==> config.mk <==
export PLATFORM = sky130hd
export DESIGN_NAME = hazard_scoreboard
export DESIGN_NICKNAME = d
export VERILOG_FILES = /design/src/rtl/hazard_scoreboard_pkg.sv /design/src/rtl/acc_scoreboard.sv /design/src/rtl/hazard_scoreboard.sv
export SDC_FILE = /design/constraint.sdc
export NUM_CORES = 1
export LEC_CHECK = 0
export ABC_CLOCK_PERIOD_IN_PS = 15000
export BUFFER_PORTS_ARGS = -buffer_cell sky130_fd_sc_hd__buf_2
export CELL_PAD_IN_SITES_DETAIL_PLACEMENT = 0
export CELL_PAD_IN_SITES_GLOBAL_PLACEMENT = 1
export CORE_AREA = 2 2 101 103
export DETAILED_ROUTE_END_ITERATION = 6
export DIE_AREA = 0 0 103 105
export GPL_ROUTABILITY_DRIVEN = 0
export HOLD_SLACK_MARGIN = 0.05
export PLACE_DENSITY = 0.83
export REMOVE_ABC_BUFFERS = 1
export SLEW_MARGIN = 10
export SYNTH_ARGS = -nofsm -noshare
export SYNTH_HDL_FRONTEND = slang
export SYNTH_HIERARCHICAL = 1
export SYNTH_SLANG_ARGS = --single-unit
export TNS_END_PERCENT = 50
==> constraint.sdc <==
create_clock -name clk -period 15 [get_ports clk]
set_clock_uncertainty 0.05 [all_clocks]
set_input_delay 1.5 -clock clk [delete_from_list [all_inputs] [get_ports clk]]
set_output_delay 1.5 -clock clk [all_outputs]
set_load 0.01 [all_outputs]
==> src/rtl/hazard_scoreboard_pkg.sv <==
// Shared types for the hazard/forwarding unit: EX operand-mux select
// encodings and a register one-hot helper.
package hazard_scoreboard_pkg;

    typedef enum logic [1:0] {
        NO_FWD  = 2'b00,
        FWD_WB  = 2'b01,
        FWD_MEM = 2'b10,
        FWD_ACC = 2'b11
    } fwd_sel_e;

    function automatic logic [31:0] onehot32(input logic [4:0] r);
        onehot32 = 32'd1 << r;
    endfunction

endpackage

==> src/rtl/acc_scoreboard.sv <==
// Tracks accelerator destination registers in flight, the outstanding-op
// count and a sticky flag for write-backs that match no pending register.
module acc_scoreboard
    import hazard_scoreboard_pkg::*;
#(
    parameter int unsigned CNT_W = 3
) (
    input  logic             clk,
    input  logic             rst,
    input  logic             issue,
    input  logic [4:0]       issue_rd,
    input  logic             acc_wb_valid,
    input  logic [4:0]       acc_wb_rd,
    output logic [31:0]      pending,
    output logic [31:0]      eff_pending,
    output logic [CNT_W-1:0] outstanding,
    output logic             err_spurious
);

    logic [31:0]      pending_q, pending_d;
    logic [CNT_W-1:0] count_q, count_d;
    logic             err_q, err_d;
    logic [31:0]      clearing;
    logic             wb_hit;

    always_comb begin
        clearing    = acc_wb_valid ? onehot32(acc_wb_rd) : '0;
        eff_pending = pending_q & ~clearing;
        wb_hit      = acc_wb_valid && (acc_wb_rd != '0) && pending_q[acc_wb_rd];
        // Set is applied after clear so a same-cycle reissue keeps the bit.
        pending_d   = eff_pending | (issue ? onehot32(issue_rd) : '0);
        count_d     = count_q;
        if (issue && !wb_hit)
            count_d = count_q + CNT_W'(1);
        else if (!issue && wb_hit && (count_q != '0))
            count_d = count_q - CNT_W'(1);
        err_d       = err_q | (acc_wb_valid && !wb_hit);
    end

    always_ff @(posedge clk) begin
        if (rst) begin
            pending_q <= '0;
            count_q   <= '0;
            err_q     <= 1'b0;
        end else begin
            pending_q <= pending_d;
            count_q   <= count_d;
            err_q     <= err_d;
        end
    end

    assign pending      = pending_q;
    assign outstanding  = count_q;
    assign err_spurious = err_q;

endmodule

==> src/rtl/hazard_scoreboard.sv <==
// EX-stage forwarding for NUM_SRC operands plus ID-stage stall generation
// (load-use, RAW/WAW on pending accelerator results, accelerator queue full).
module hazard_scoreboard
    import hazard_scoreboard_pkg::*;
#(
    parameter int unsigned NUM_SRC   = 3,
    parameter int unsigned ACC_DEPTH = 4,
    parameter int unsigned CNT_W     = 3
) (
    input  logic                 clk,
    input  logic                 rst,
    input  logic                 id_valid,
    input  logic                 flush_id,
    input  logic [NUM_SRC*5-1:0] rs_id,
    input  logic [NUM_SRC-1:0]   rs_used_id,
    input  logic [4:0]           rd_id,
    input  logic                 reg_write_id,
    input  logic                 is_acc_id,
    input  logic [NUM_SRC*5-1:0] rs_ex,
    input  logic [4:0]           rd_ex,
    input  logic                 mem_read_ex,
    input  logic                 reg_write_mem,
    input  logic [4:0]           rd_mem,
    input  logic                 reg_write_wb,
    input  logic [4:0]           rd_wb,
    input  logic                 acc_wb_valid,
    input  logic [4:0]           acc_wb_rd,
    output logic [NUM_SRC*2-1:0] fwd_sel_ex,
    output logic                 stall_id,
    output logic [31:0]          acc_pending,
    output logic [CNT_W-1:0]     acc_outstanding,
    output logic                 err_spurious
);

    logic [31:0] eff_pending;
    logic        issue;
    logic        load_use, raw, waw, full;
    logic [4:0]  rs_k;

    for (genvar k = 0; k < NUM_SRC; k++) begin : g_fwd
        logic [4:0] rs;
        fwd_sel_e   sel;
        assign rs = rs_ex[5*k +: 5];
        // Later assignments take priority: MEM over WB over accelerator.
        always_comb begin
            sel = NO_FWD;
            if (acc_wb_valid && (acc_wb_rd == rs))
                sel = FWD_ACC;
            if (reg_write_wb && (rd_wb == rs))
                sel = FWD_WB;
            if (reg_write_mem && (rd_mem == rs))
                sel = FWD_MEM;
            if (rs == '0)
                sel = NO_FWD;
        end
        assign fwd_sel_ex[2*k +: 2] = sel;
    end

    always_comb begin
        load_use = 1'b0;
        raw      = 1'b0;
        rs_k     = '0;
        for (int unsigned i = 0; i < NUM_SRC; i++) begin
            rs_k = rs_id[5*i +: 5];
            if (rs_used_id[i] && mem_read_ex && (rd_ex != '0) && (rs_k == rd_ex))
                load_use = 1'b1;
            if (rs_used_id[i] && (rs_k != '0) && eff_pending[rs_k])
                raw = 1'b1;
        end
        waw      = reg_write_id && (rd_id != '0) && eff_pending[rd_id];
        full     = is_acc_id && (acc_outstanding == CNT_W'(ACC_DEPTH)) && !acc_wb_valid;
        stall_id = id_valid && (load_use || raw || waw || full);
        issue    = id_valid && is_acc_id && reg_write_id && !stall_id && !flush_id
                   && (rd_id != '0);
    end

    acc_scoreboard #(
        .CNT_W(CNT_W)
    ) u_acc_scoreboard (
        .clk          (clk),
        .rst          (rst),
        .issue        (issue),
        .issue_rd     (rd_id),
        .acc_wb_valid (acc_wb_valid),
        .acc_wb_rd    (acc_wb_rd),
        .pending      (acc_pending),
        .eff_pending  (eff_pending),
        .outstanding  (acc_outstanding),
        .err_spurious (err_spurious)
    );

endmodule

==> metrics.md, run 1 <==
| Metric | Value |
|---|---|
| Status | finished, final reports clean |
| Clock sink count | 36 |
| Final hold vios | 0 |
| GRT overflow | 0 |
| Hold path start | u_acc_scoreboard/err_spurious$_SDFF_PP0_ |
| Yosys warning count | 6 |
| ANT nets after route | 0 |
| P&R area growth vs syn | 15.87% |
| Final Critical Period | 6.484 ns |
| DRC | 0 |
| Place WS | 8.288 ns |
| Unrepaired setup endpoints after global routing | no |
| Starting Density | 42.77% |
| Max Cap Viol | 0 |
| Clk slew on worst S/H paths | 0.07 ns |
| Required @ worst endpoint | 15.10 ns |
| Area of the mapped netlist | 4123 um2 |
| Most numerous cell in the Yosys netlist | nor2_1 |
| Power density cells | 54.53 nW/um2 |
| Synthesized flop and latch total | 36 |
| Via density | 6.256 |
| CP Capture Type | register |
| Vias in the first global route | 4046 |
| Max VDD drop | 50.85 uV |
| Std cell rows | 36 |
| Routed WL per cell | 20.15 um |
| TritonRoute pass-1 iters | 7 |
| Max Clock Freq | 154.2 MHz |
| DP HPWL | 10780 um |
| Initial antenna violation count | 0 |
| Most frequently used flop master after synthesis | dfxtp_1 |
| First-pass GRT wire length | 21130 um |
| Top post-synthesis cells by count | nor2_1, xor2_1, dfxtp_1 |
| GRT Total Usage | 24.83% |
| Tcrit/Tclk final | 43.23% |
| Fin worst setup slack | 8.516 ns |
| CP startpoint kind | input port |
| Worst Setup Path Type | input port to register |
| Largest net degree at the start of global routing | 37 |
| Die Y | 105 um |
| H-tree Lvls | 2 |
| # Post-CTS Setup Buffers | 0 |
| HP Class | register to register |
| Via Count | 4254 |
| Avg Inst Size Synth | 9.021 um2 |
| # hold bufs at CTS | 0 |
| Syn Inst Count | 457 |
| Layout cells sized above 1 | 27.79% |
| Routed wire length | 13700 um |
| Fill count | 989 |
| Worst-Margin Slew | 0.7354 ns |
| EDFF count, synth | 0 |
| Die W | 103 um |
| Die ar. | 10820 um2 |
| Slew Viols, Final | 0 |
| Final setup violation count | 0 |
| Slew HR | 50.87% |
| Clock root cell | clkbuf_8 |
| I/O Buffers | 110 |
| Clock latency at the later pin of the worst-skew pair | 0.30 ns |
| Synth top area share | 17.48% |
| I/O pins | 111 |
| Worst R2R Start | u_acc_scoreboard/pending[13]$_SDFF_PP0_ |
| # resized after CTS | 0 |
| Critical path arrival | 6.59 ns |
| Setup TNS | 0 ns |
| Final nets | 615 |
| Clock buffer depth | 2 |
| Leakage | 2.031 nW |
| Total core area | 9639 um2 |
| DRT iter0 DRCs | 505 |
| Crit path max fanout | 17 |
| Fraction of registers with async set/reset | 0% |
| Crit path from | acc_wb_rd[0] |
| Total power | 0.2605 mW |
| Post-synth top area cell | dfxtp_1 |
| Distinct cells, synth | 58 |
| CTS tree | yes |
| Sequential-to-total area share from yosys stat | 17.48% |
| Fin util | 49.56% |
| Antenna fix cells | 0 |
| Num CTS Buffers | 5 |
| Synth area leaders | dfxtp_1, mux4_2, xor2_1, mux4_1, o21a_1 |
[cell families (layout without fill, tap and decap cells)]
group,Yosys count,count (layout),share of synthesized area (%)
adders and majority gates,1,1,0.4856
buffers and inverters,37,127,5.037
and+or+nand+nor,156,156,19.82
muxes,62,62,26.62
DFF,36,36,17.48
xor gates and xnor gates,61,61,12.96
AOI/OAI and AO/OA,104,104,17.60
[worst paths after layout]
check / to / slack (ns) / cells after the start
worst max-delay path: u_acc_scoreboard/outstanding[2]$_SDFFE_PP0P_ / 8.52 / 18
worst min-delay path: u_acc_scoreboard/err_spurious$_SDFF_PP0_ / 0.42 / 2
worst max register to register: u_acc_scoreboard/outstanding[2]$_SDFFE_PP0P_ / 10.34 / 15
worst min register to register: u_acc_scoreboard/err_spurious$_SDFF_PP0_ / 0.42 / 2
[per-layer routing]
layer  GRT usage [%]  vias up  routed length, um
met1           35.30     2067               5841
met4           5.169        0                289
met2           39.52      231               6484
li1                -     1924                  -
met5               0        -                  0
met3           4.147       32               1086
[cells in the final DEF, fill, tap and decap left out, types with 4 or more instances in the layout]
| master | synthesis | routed |
|---|---|---|
| mux2i_1 | 20 | 20 |
| mux2_2 | 4 | 4 |
| buf_2 | 5 | 110 |
| o21a_1 | 35 | 35 |
| nand4_1 | 5 | 5 |
| nor3_1 | 12 | 12 |
| nor4_1 | 15 | 15 |
| mux4_1 | 12 | 12 |
| a31oi_1 | 13 | 13 |
| or4_1 | 5 | 5 |
| inv_1 | 9 | 9 |
| nand3_1 | 12 | 12 |
| nand3b_1 | 5 | 5 |
| nor2b_1 | 11 | 11 |
| xnor2_1 | 13 | 13 |
| and3_1 | 10 | 10 |
| nand2_1 | 13 | 13 |
| xor2_1 | 48 | 48 |
| a21oi_1 | 27 | 27 |
| mux4_2 | 21 | 21 |
| dfxtp_1 | 36 | 36 |
| nor2_1 | 52 | 52 |
| o21ai_0 | 6 | 6 |
| clkbuf_8 | 1 | 5 |
[flip-flops by register name, summed over array words and instances, names as in the netlist]
name / cells
u_acc_scoreboard/pending: 32
u_acc_scoreboard/err_spurious: 1
u_acc_scoreboard/outstanding: 3
[per-stage QoR]
| stage | instance area [um2] | hold WS (ns) | std cells |
|---|---|---|---|
| 2_1_floorplan | 3949 | 0.4522 | 429 |
| 3_3_place_gp | 4666 | 0.3956 | 672 |
| 3_5_place_dp | 4666 | 0.4031 | 672 |
| 4_1_cts | 4777 | 0.4245 | 680 |
| 5_1_grt | 4777 | 0.4452 | 680 |
| 6_report | 4777 | 0.4204 | 680 |
[worst max-delay path, cell delays in order]
cell and delay, ns:
buf_2 0.38, nor2b_1 0.22, nand3_1 0.22, o21a_1 0.30, mux4_1 0.50, mux2_2 0.29, o311a_1 0.31, a311oi_2 0.28
and3_1 0.48, inv_1 0.19, a221oi_1 0.27, o211ai_1 0.14, nand4_1 0.18, inv_1 0.08, fa_1 0.42, or4b_2 0.65
nand3_1 0.10, a21oi_1 0.06
[power by group]
part / switching [mW] / internal, mW
Combinational: 0.0434 / 0.0301
Sequential: 0.00254 / 0.0969
Clock: 0.0383 / 0.0492
[area by class of cell]
| type | count | area [um2] | share of cell area, % |
|---|---|---|---|
| Multi-Input combinational cell | 384 | 3194 | 66.87 |
| Sequential cell | 36 | 720.7 | 15.09 |
| Timing Repair Buffer | 110 | 550.5 | 11.52 |
| Tap cell | 133 | 166.4 | 3.484 |
| Clock buffer | 5 | 68.82 | 1.441 |
| Clock inverter | 3 | 42.54 | 0.8905 |
| Inverter | 9 | 33.78 | 0.7072 |
Power figures use the tool's default switching activity.
==> run 2: changes to the inputs <==
Settings changed: ABC_AREA set to 1, ABC_CLOCK_PERIOD_IN_PS 15000 to 6340, CORE_AREA 2 2 101 103 to 2 2 115 117, DIE_AREA 0 0 103 105 to 0 0 117 119, PLACE_DENSITY 0.83 to 0.78.
Clock period 15 ns to 6.34 ns, I/O delays scaled along.
==> metrics.md, run 2 <==
| Metric | Value |
|---|---|
| Power density cells | 133.6 nW/um2 (+150%) |
| Num CTS Buffers | 5 (unchanged) |
| Routed WL per cell | 16.17 um (-20%) |
| Sequential-to-total area share from yosys stat | 16.02% (-1.5 points) |
| Worst path cell trace | buf_2, inv_1, nor2_1, inv_1, o21ai_0, inv_1, inv_1, nand2_1, nand3_1, nand3_1, nand3_1, nand2_1, nand3_1, nand2_1, nor2_2, nand2_1, nor2_1, inv_1, nor2_1, nand2_1, a21oi_1 |
| Fill count | 1498 (+51%) |
| Via density | 5.338 (-15%) |
| Final setup violation count | 0 (unchanged) |
| DRT iter0 DRCs | 506 (+0.20%) |
| Final nets | 1004 (+63%) |
| Antenna fix cells | 0 (unchanged) |
| TritonRoute pass-1 iters | 5 (-2) |
| # hold bufs at CTS | 0 (unchanged) |
| Syn Inst Count | 851 (+86%) |
| Top post-synthesis cells by count | nand2_1, inv_1, nand3_1 |
| Starting Density | 34.95% (-7.8 points) |
| Slew Viols, Final | 0 (unchanged) |
| I/O Buffers | 110 (unchanged) |
| Synth top area share | 20.36% (+2.9 points) |
| Worst-Margin Slew | 1.185 ns (+0.4492 ns) |
| Commonest non-fill, non-tap cell in the layout | nand2_1 |
| Total core area | 12870 um2 (+34%) |
| DRC | 0 (unchanged) |
| Distinct cells, synth | 39 (-33%) |
| Vias in the first global route | 5369 (+33%) |
| Leakage | 2.635 nW (+30%) |
| Die W | 117 um (+14%) |
| ANT nets after route | 0 (unchanged) |
| GRT Total Usage | 25.36% (+0.52 points) |
| P&R area growth vs syn | 16.02% |
| R2R depth | 17 (+2) |
| Most frequently used flop master after synthesis | dfxtp_1 |
| Unrepaired setup endpoints after global routing | no |
| Final hold vios | 0 (unchanged) |
| Status | finished, final reports clean |
| GRT Max-Usage Layer | met2 |
| Die ar. | 13920 um2 (+29%) |
| EDFF count, synth | 0 (unchanged) |
| CP peak stage delay | 0.90 ns (+0.25 ns) |
| Max Clock Freq | 217.2 MHz |
| Clk slew on worst S/H paths | 0.06 ns (about the same) |
| Crit path depth | 21 (+3) |
| Yosys warning count | 6 (unchanged) |
| Die Y | 119 um (+13%) |
| Clock root cell | clkbuf_16 |
| Largest net degree at the start of global routing | 35 (-5.4%) |
| Cells on Worst Hold Path | 2 (unchanged) |
| HP Class | register to register |
| Clock latency at the later pin of the worst-skew pair | 0.29 ns (about the same) |
| Max Cap Viol | 0 (unchanged) |
| Avg Inst Size Synth | 5.287 um2 (-41%) |
| Buffers and inverters on the worst path | 6 (+3) |
| Synthesized flop and latch total | 36 (unchanged) |
| # resized after CTS | 0 (unchanged) |
| Most numerous cell in the Yosys netlist | nand2_1 |
| Register area | 720.7 um2 (unchanged) |
| DP HPWL | 13980 um (+30%) |
| Placed instance count | 1104 (+64%) |
| Max VDD drop | 80.32 uV (+58%) |
| Synth area leaders | nand2_1, dfxtp_1, nand3_1, inv_1, a21oi_1 |
| Largest register FFs | 32 (unchanged) |
| Fraction of registers with async set/reset | 0% (unchanged) |
| Required @ worst endpoint | 6.50 ns (-8.60 ns) |
| Setup TNS | 0 ns (unchanged) |
| Critical path arrival | 4.77 ns (-1.82 ns) |
| H-tree Lvls | 2 (unchanged) |
| Initial antenna violation count | 0 (unchanged) |
| Worst Setup Path Type | input port to register |
| Via Count | 5931 (+39%) |
| CP startpoint kind | input port |
| Non-filler instance count after layout | 1111 (+63%) |
| Post-synth top area cell | nand2_1 |
| Layout cells sized above 1 | 14.01% (-14 points) |
| Area of the multi-input gates | 3064 um2 (-4.1%) |
| Final Critical Period | 4.604 ns |
| Commonest cells after routing, fill and taps aside | nand2_1, inv_1, buf_2, nand3_1, a21oi_1 |
| Slew HR | 20.73% (-30 points) |
| Met2 usage | 41.00% (+1.5 points) |
| GRT overflow | 0 (unchanged) |
| I/O pins | 111 (unchanged) |
| CTS tree | yes |
| Routed wire length | 17970 um (+31%) |
| CP Capture Type | register |
| Crit path max fanout | 16 (-1) |
| Area of the mapped netlist | 4499 um2 (+9.1%) |
| Clock buffer depth | 2 (unchanged) |
| CP max stage cell | nor2_1 |
| Met1 Usage GRT | 33.55% (-1.7 points) |
| Cell family with most CP delay | simple AND/OR/NAND/NOR gates |
| # Post-CTS Setup Buffers | 0 (unchanged) |
| First-pass GRT wire length | 27840 um (+32%) |
| Met3 Use GR | 3.104% (-1.0 points) |
| Tcrit/Tclk final | 72.61% |
| Std cell rows | 42 (+17%) |
| Clock sink count | 36 (unchanged) |
==> run 2: cell types whose count changed after synthesis, sizes merged, moves of 20 or more <==
cell,before,now
a21oi,27,81
inv,9,133
mux2i,20,0
mux4,33,0
nand2,13,248
nand3,12,105
o21a,35,0
o21ai,6,61
xor2,48,13
==> run 2: kinds of logic (layout without fill, tap and decap cells) <==
kind of cell	Yosys count	after routing	synth area share, %
adders and majority gates	1	1	0.4450
buffers and inverters	168	252	15.88
DFF	36	36	16.02
AOI/OAI and AO/OA	179	179	21.80
and+or+nand+nor	453	453	43.13
xor gates and xnor gates	14	14	2.725
==> run 2: worst reg2reg max path: cells and delay by family (launching register included) <==
kind / cells / cell delay (ns)
AO/OA/AOI/OAI: 2 / 0.33
buffers and inverters: 2 / 0.25
flip-flops: 1 / 0.35
AND/OR/NAND/NOR: 13 / 2.30
==> run 2: cell type report <==
type,count,area share (%)
clock buffers,7,2.924
inverters,135,9.803
multi-input cells,647,58.70
flip-flops and latches,36,13.81
well taps,176,4.219
repair buffers,110,10.55
==> run 2: where the power goes <==
| part | switching [mW] | internal (mW) |
|---|---|---|
| logic | 0.142 | 0.0659 |
| registers | 0.00209 | 0.228 |
| clock network | 0.0937 | 0.165 |
==> run 2: per-layer routing <==
layer	wire, um	share of wire (%)
met1	7746	43
met2	8166	45
met3	1358	7.6
met4	697	3.9
met5	0	0
==> run 2: worst paths after layout <==
kind,from,endpoint,slack (ns)
worst max-delay path,acc_wb_valid,u_acc_scoreboard/pending[6]$_SDFF_PP0_,1.74
worst min-delay path,u_acc_scoreboard/err_spurious$_SDFF_PP0_,u_acc_scoreboard/err_spurious$_SDFF_PP0_,0.43
worst max register to register,u_acc_scoreboard/pending[5]$_SDFF_PP0_,u_acc_scoreboard/pending[6]$_SDFF_PP0_,3.01
worst min register to register,u_acc_scoreboard/err_spurious$_SDFF_PP0_,u_acc_scoreboard/err_spurious$_SDFF_PP0_,0.43
==> run 2: per-stage QoR <==
step / util [%] / instance area, um2 / hold WS (ns) / worst slack (ns) / total power, mW
after floorplan: - / 4297 / 0.4522 / 3.003 / 0.3440
after global placement: 39.36 / 5067 / 0.3933 / 1.591 / 0.4424
after detailed placement: 39.36 / 5067 / 0.3997 / 1.555 / 0.4402
after CTS: 40.54 / 5220 / 0.4273 / 1.845 / 0.6962
after global routing: 40.54 / 5220 / 0.4628 / 1.490 / 0.7310
final: 40.54 / 5220 / 0.4257 / 1.736 / 0.6974
==> run 3: changes to the inputs <==
Settings changed: ABC_CLOCK_PERIOD_IN_PS 6340 to 4050, CORE_AREA 2 2 115 117 to 2 2 122 124, DIE_AREA 0 0 117 119 to 0 0 124 126, PLACE_DENSITY 0.78 to 0.73.
Clock period 6.34 ns to 4.05 ns, I/O delays scaled along.
==> metrics.md, run 3 (synthesized netlist as in run 2, its figures left out) <==
| Metric | Value |
|---|---|
| DRC | 0 (unchanged) |
| Max Clock Freq | 267.9 MHz |
| Fin util | 37.17% (-3.4 points) |
| DRT iter0 DRCs | 529 (+4.5%) |
| Clock latency at the later pin of the worst-skew pair | 0.28 ns (about the same) |
| Largest register FFs | 32 (unchanged) |
| Via Count | 5974 (+0.73%) |
| P&R area growth vs syn | 18.24% |
| Final nets | 1018 (+1.4%) |
| HP Class | register to register |
| Placed instance count | 1126 (+2.0%) |
| R2R depth | 21 (+4) |
| Routed WL per cell | 16.48 um (+1.9%) |
| # resized after CTS | 0 (unchanged) |
| Vias in the first global route | 5384 (+0.28%) |
| Crit path top cell by count | nand2_1 |
| Tcrit/Tclk final | 92.17% |
| Worst-Margin Slew | 0.6320 ns (-0.5526 ns) |
| CTS tree | yes |
| Layout cells sized above 1 | 15.10% (+1.1 points) |
| Crit path max fanout | 9 (-7) |
| Die Y | 126 um (+5.9%) |
| Crit path depth | 26 (+24%) |
| Setup TNS | 0 ns (unchanged) |
| Cells on Worst Hold Path | 2 (unchanged) |
| GRT Total Usage | 23.14% (-2.2 points) |
| # Post-CTS Setup Buffers | 0 (unchanged) |
| # hold bufs at CTS | 0 (unchanged) |
| Commonest non-fill, non-tap cell in the layout | nand2_1 |
| Std cell rows | 44 (+4.8%) |
| Clock buffer depth | 2 (unchanged) |
| Final Critical Period | 3.733 ns |
| CP startpoint kind | input port |
| Routed wire length | 18640 um (+3.7%) |
| ANT nets after route | 0 (unchanged) |
| Commonest cells after routing, fill and taps aside | nand2_1, inv_1, buf_2, nand3_1, a21oi_1 |
| TritonRoute pass-1 iters | 5 (unchanged) |
| DP HPWL | 14740 um (+5.4%) |
| Status | finished, final reports clean |
| Crit path from | acc_wb_rd[1] |
| CP max stage cell | o21ai_0 |
| Register area | 720.7 um2 (unchanged) |
| Total core area | 14310 um2 (+11%) |
| I/O pins | 111 (unchanged) |
| Initial antenna violation count | 0 (unchanged) |
| Worst Setup Path Type | input port to register |
| Final setup violation count | 0 (unchanged) |
| Clock root cell | clkbuf_16 |
| Antenna fix cells | 0 (unchanged) |
| Largest net degree at the start of global routing | 35 (unchanged) |
| CP peak stage delay | 0.38 ns (-0.52 ns) |
| Cell family with most CP delay | simple AND/OR/NAND/NOR gates |
| I/O Buffers | 110 (unchanged) |
| Buffers and inverters on the worst path | 5 (-1) |
| Num CTS Buffers | 5 (unchanged) |
| Hold path start | u_acc_scoreboard/err_spurious$_SDFF_PP0_ |
| CP Capture Type | register |
| Clock sink count | 36 (unchanged) |
| Max Cap Viol | 0 (unchanged) |
| Max VDD drop | 146.7 uV (+83%) |
| Required @ worst endpoint | 4.17 ns (-2.33 ns) |
| Clk slew on worst S/H paths | 0.05 ns (about the same) |
| Slew Viols, Final | 0 (unchanged) |
| Die W | 124 um (+6.0%) |
| Final hold vios | 0 (unchanged) |
| Power density cells | 197.5 nW/um2 (+48%) |
| Leakage | 2.693 nW (+2.2%) |
| Unrepaired setup endpoints after global routing | no |
| Die ar. | 15620 um2 (+12%) |
| Area of the multi-input gates | 3064 um2 (unchanged) |
| GRT overflow | 0 (unchanged) |
| Starting Density | 31.43% (-3.5 points) |
| Fill count | 1725 (+15%) |
| Slew HR | 57.87% (+37 points) |
| H-tree Lvls | 2 (unchanged) |
| Critical path arrival | 3.86 ns (-0.91 ns) |
| Via density | 5.282 (-1.1%) |
| First-pass GRT wire length | 28550 um (+2.6%) |
| Non-filler instance count after layout | 1131 (+1.8%) |
| Worst R2R Start | u_acc_scoreboard/pending[16]$_SDFF_PP0_ |
==> run 3: worst min-delay path, cell delays in order, from the launching register on <==
cell and delay (ns):
dfxtp_1 0.33, a21oi_1 0.04, nor2_1 0.07
==> run 3: report_power, final <==
group          switching [mW]  internal (mW)
Combinational           0.226          0.110
Clock                   0.136          0.217
Sequential            0.00331          0.358
Total                   0.366          0.685
==> run 3: layout make-up <==
class | count | area share [%]
clock buffer | 5 | 2.352
inverter | 135 | 9.619
multi-input combinational | 647 | 57.60
sequential | 36 | 13.55
tap | 184 | 4.327
timing repair buffer | 124 | 12.56
==> run 3: through the flow <==
| stage | power, mW | hold slack (ns) | worst slack [ns] | cell area, um2 |
|---|---|---|---|---|
| 2_1_floorplan | 0.5385 | 0.4241 | 0.9423 | 4297 |
| 3_3_place_gp | 0.7043 | 0.4244 | 0.07853 | 5195 |
| 3_5_place_dp | 0.7006 | 0.4247 | 0.1229 | 5195 |
| 4_1_cts | 1.054 | 0.4384 | 0.3993 | 5320 |
| 5_1_grt | 1.104 | 0.4580 | 0.01381 | 5320 |
| 6_report | 1.051 | 0.4317 | 0.3169 | 5320 |
==> run 3: final timing paths <==
path,end,slack (ns)
max,u_acc_scoreboard/outstanding[2]$_SDFFE_PP0P_,0.32
min,u_acc_scoreboard/err_spurious$_SDFF_PP0_,0.43
max reg2reg,u_acc_scoreboard/outstanding[2]$_SDFFE_PP0P_,1.21
min reg2reg,u_acc_scoreboard/err_spurious$_SDFF_PP0_,0.43
==> run 3: routing by layer <==
| layer | share of wire (%) | track usage [%] | vias to the layer above |
|---|---|---|---|
| li1 | - | - | 2961 |
| met1 | 45 | 32.17 | 2717 |
| met2 | 47 | 37.98 | 273 |
| met3 | 6.8 | 1.585 | 23 |
| met4 | 1.5 | 7.270 | 0 |
| met5 | 0 | 0 | - |
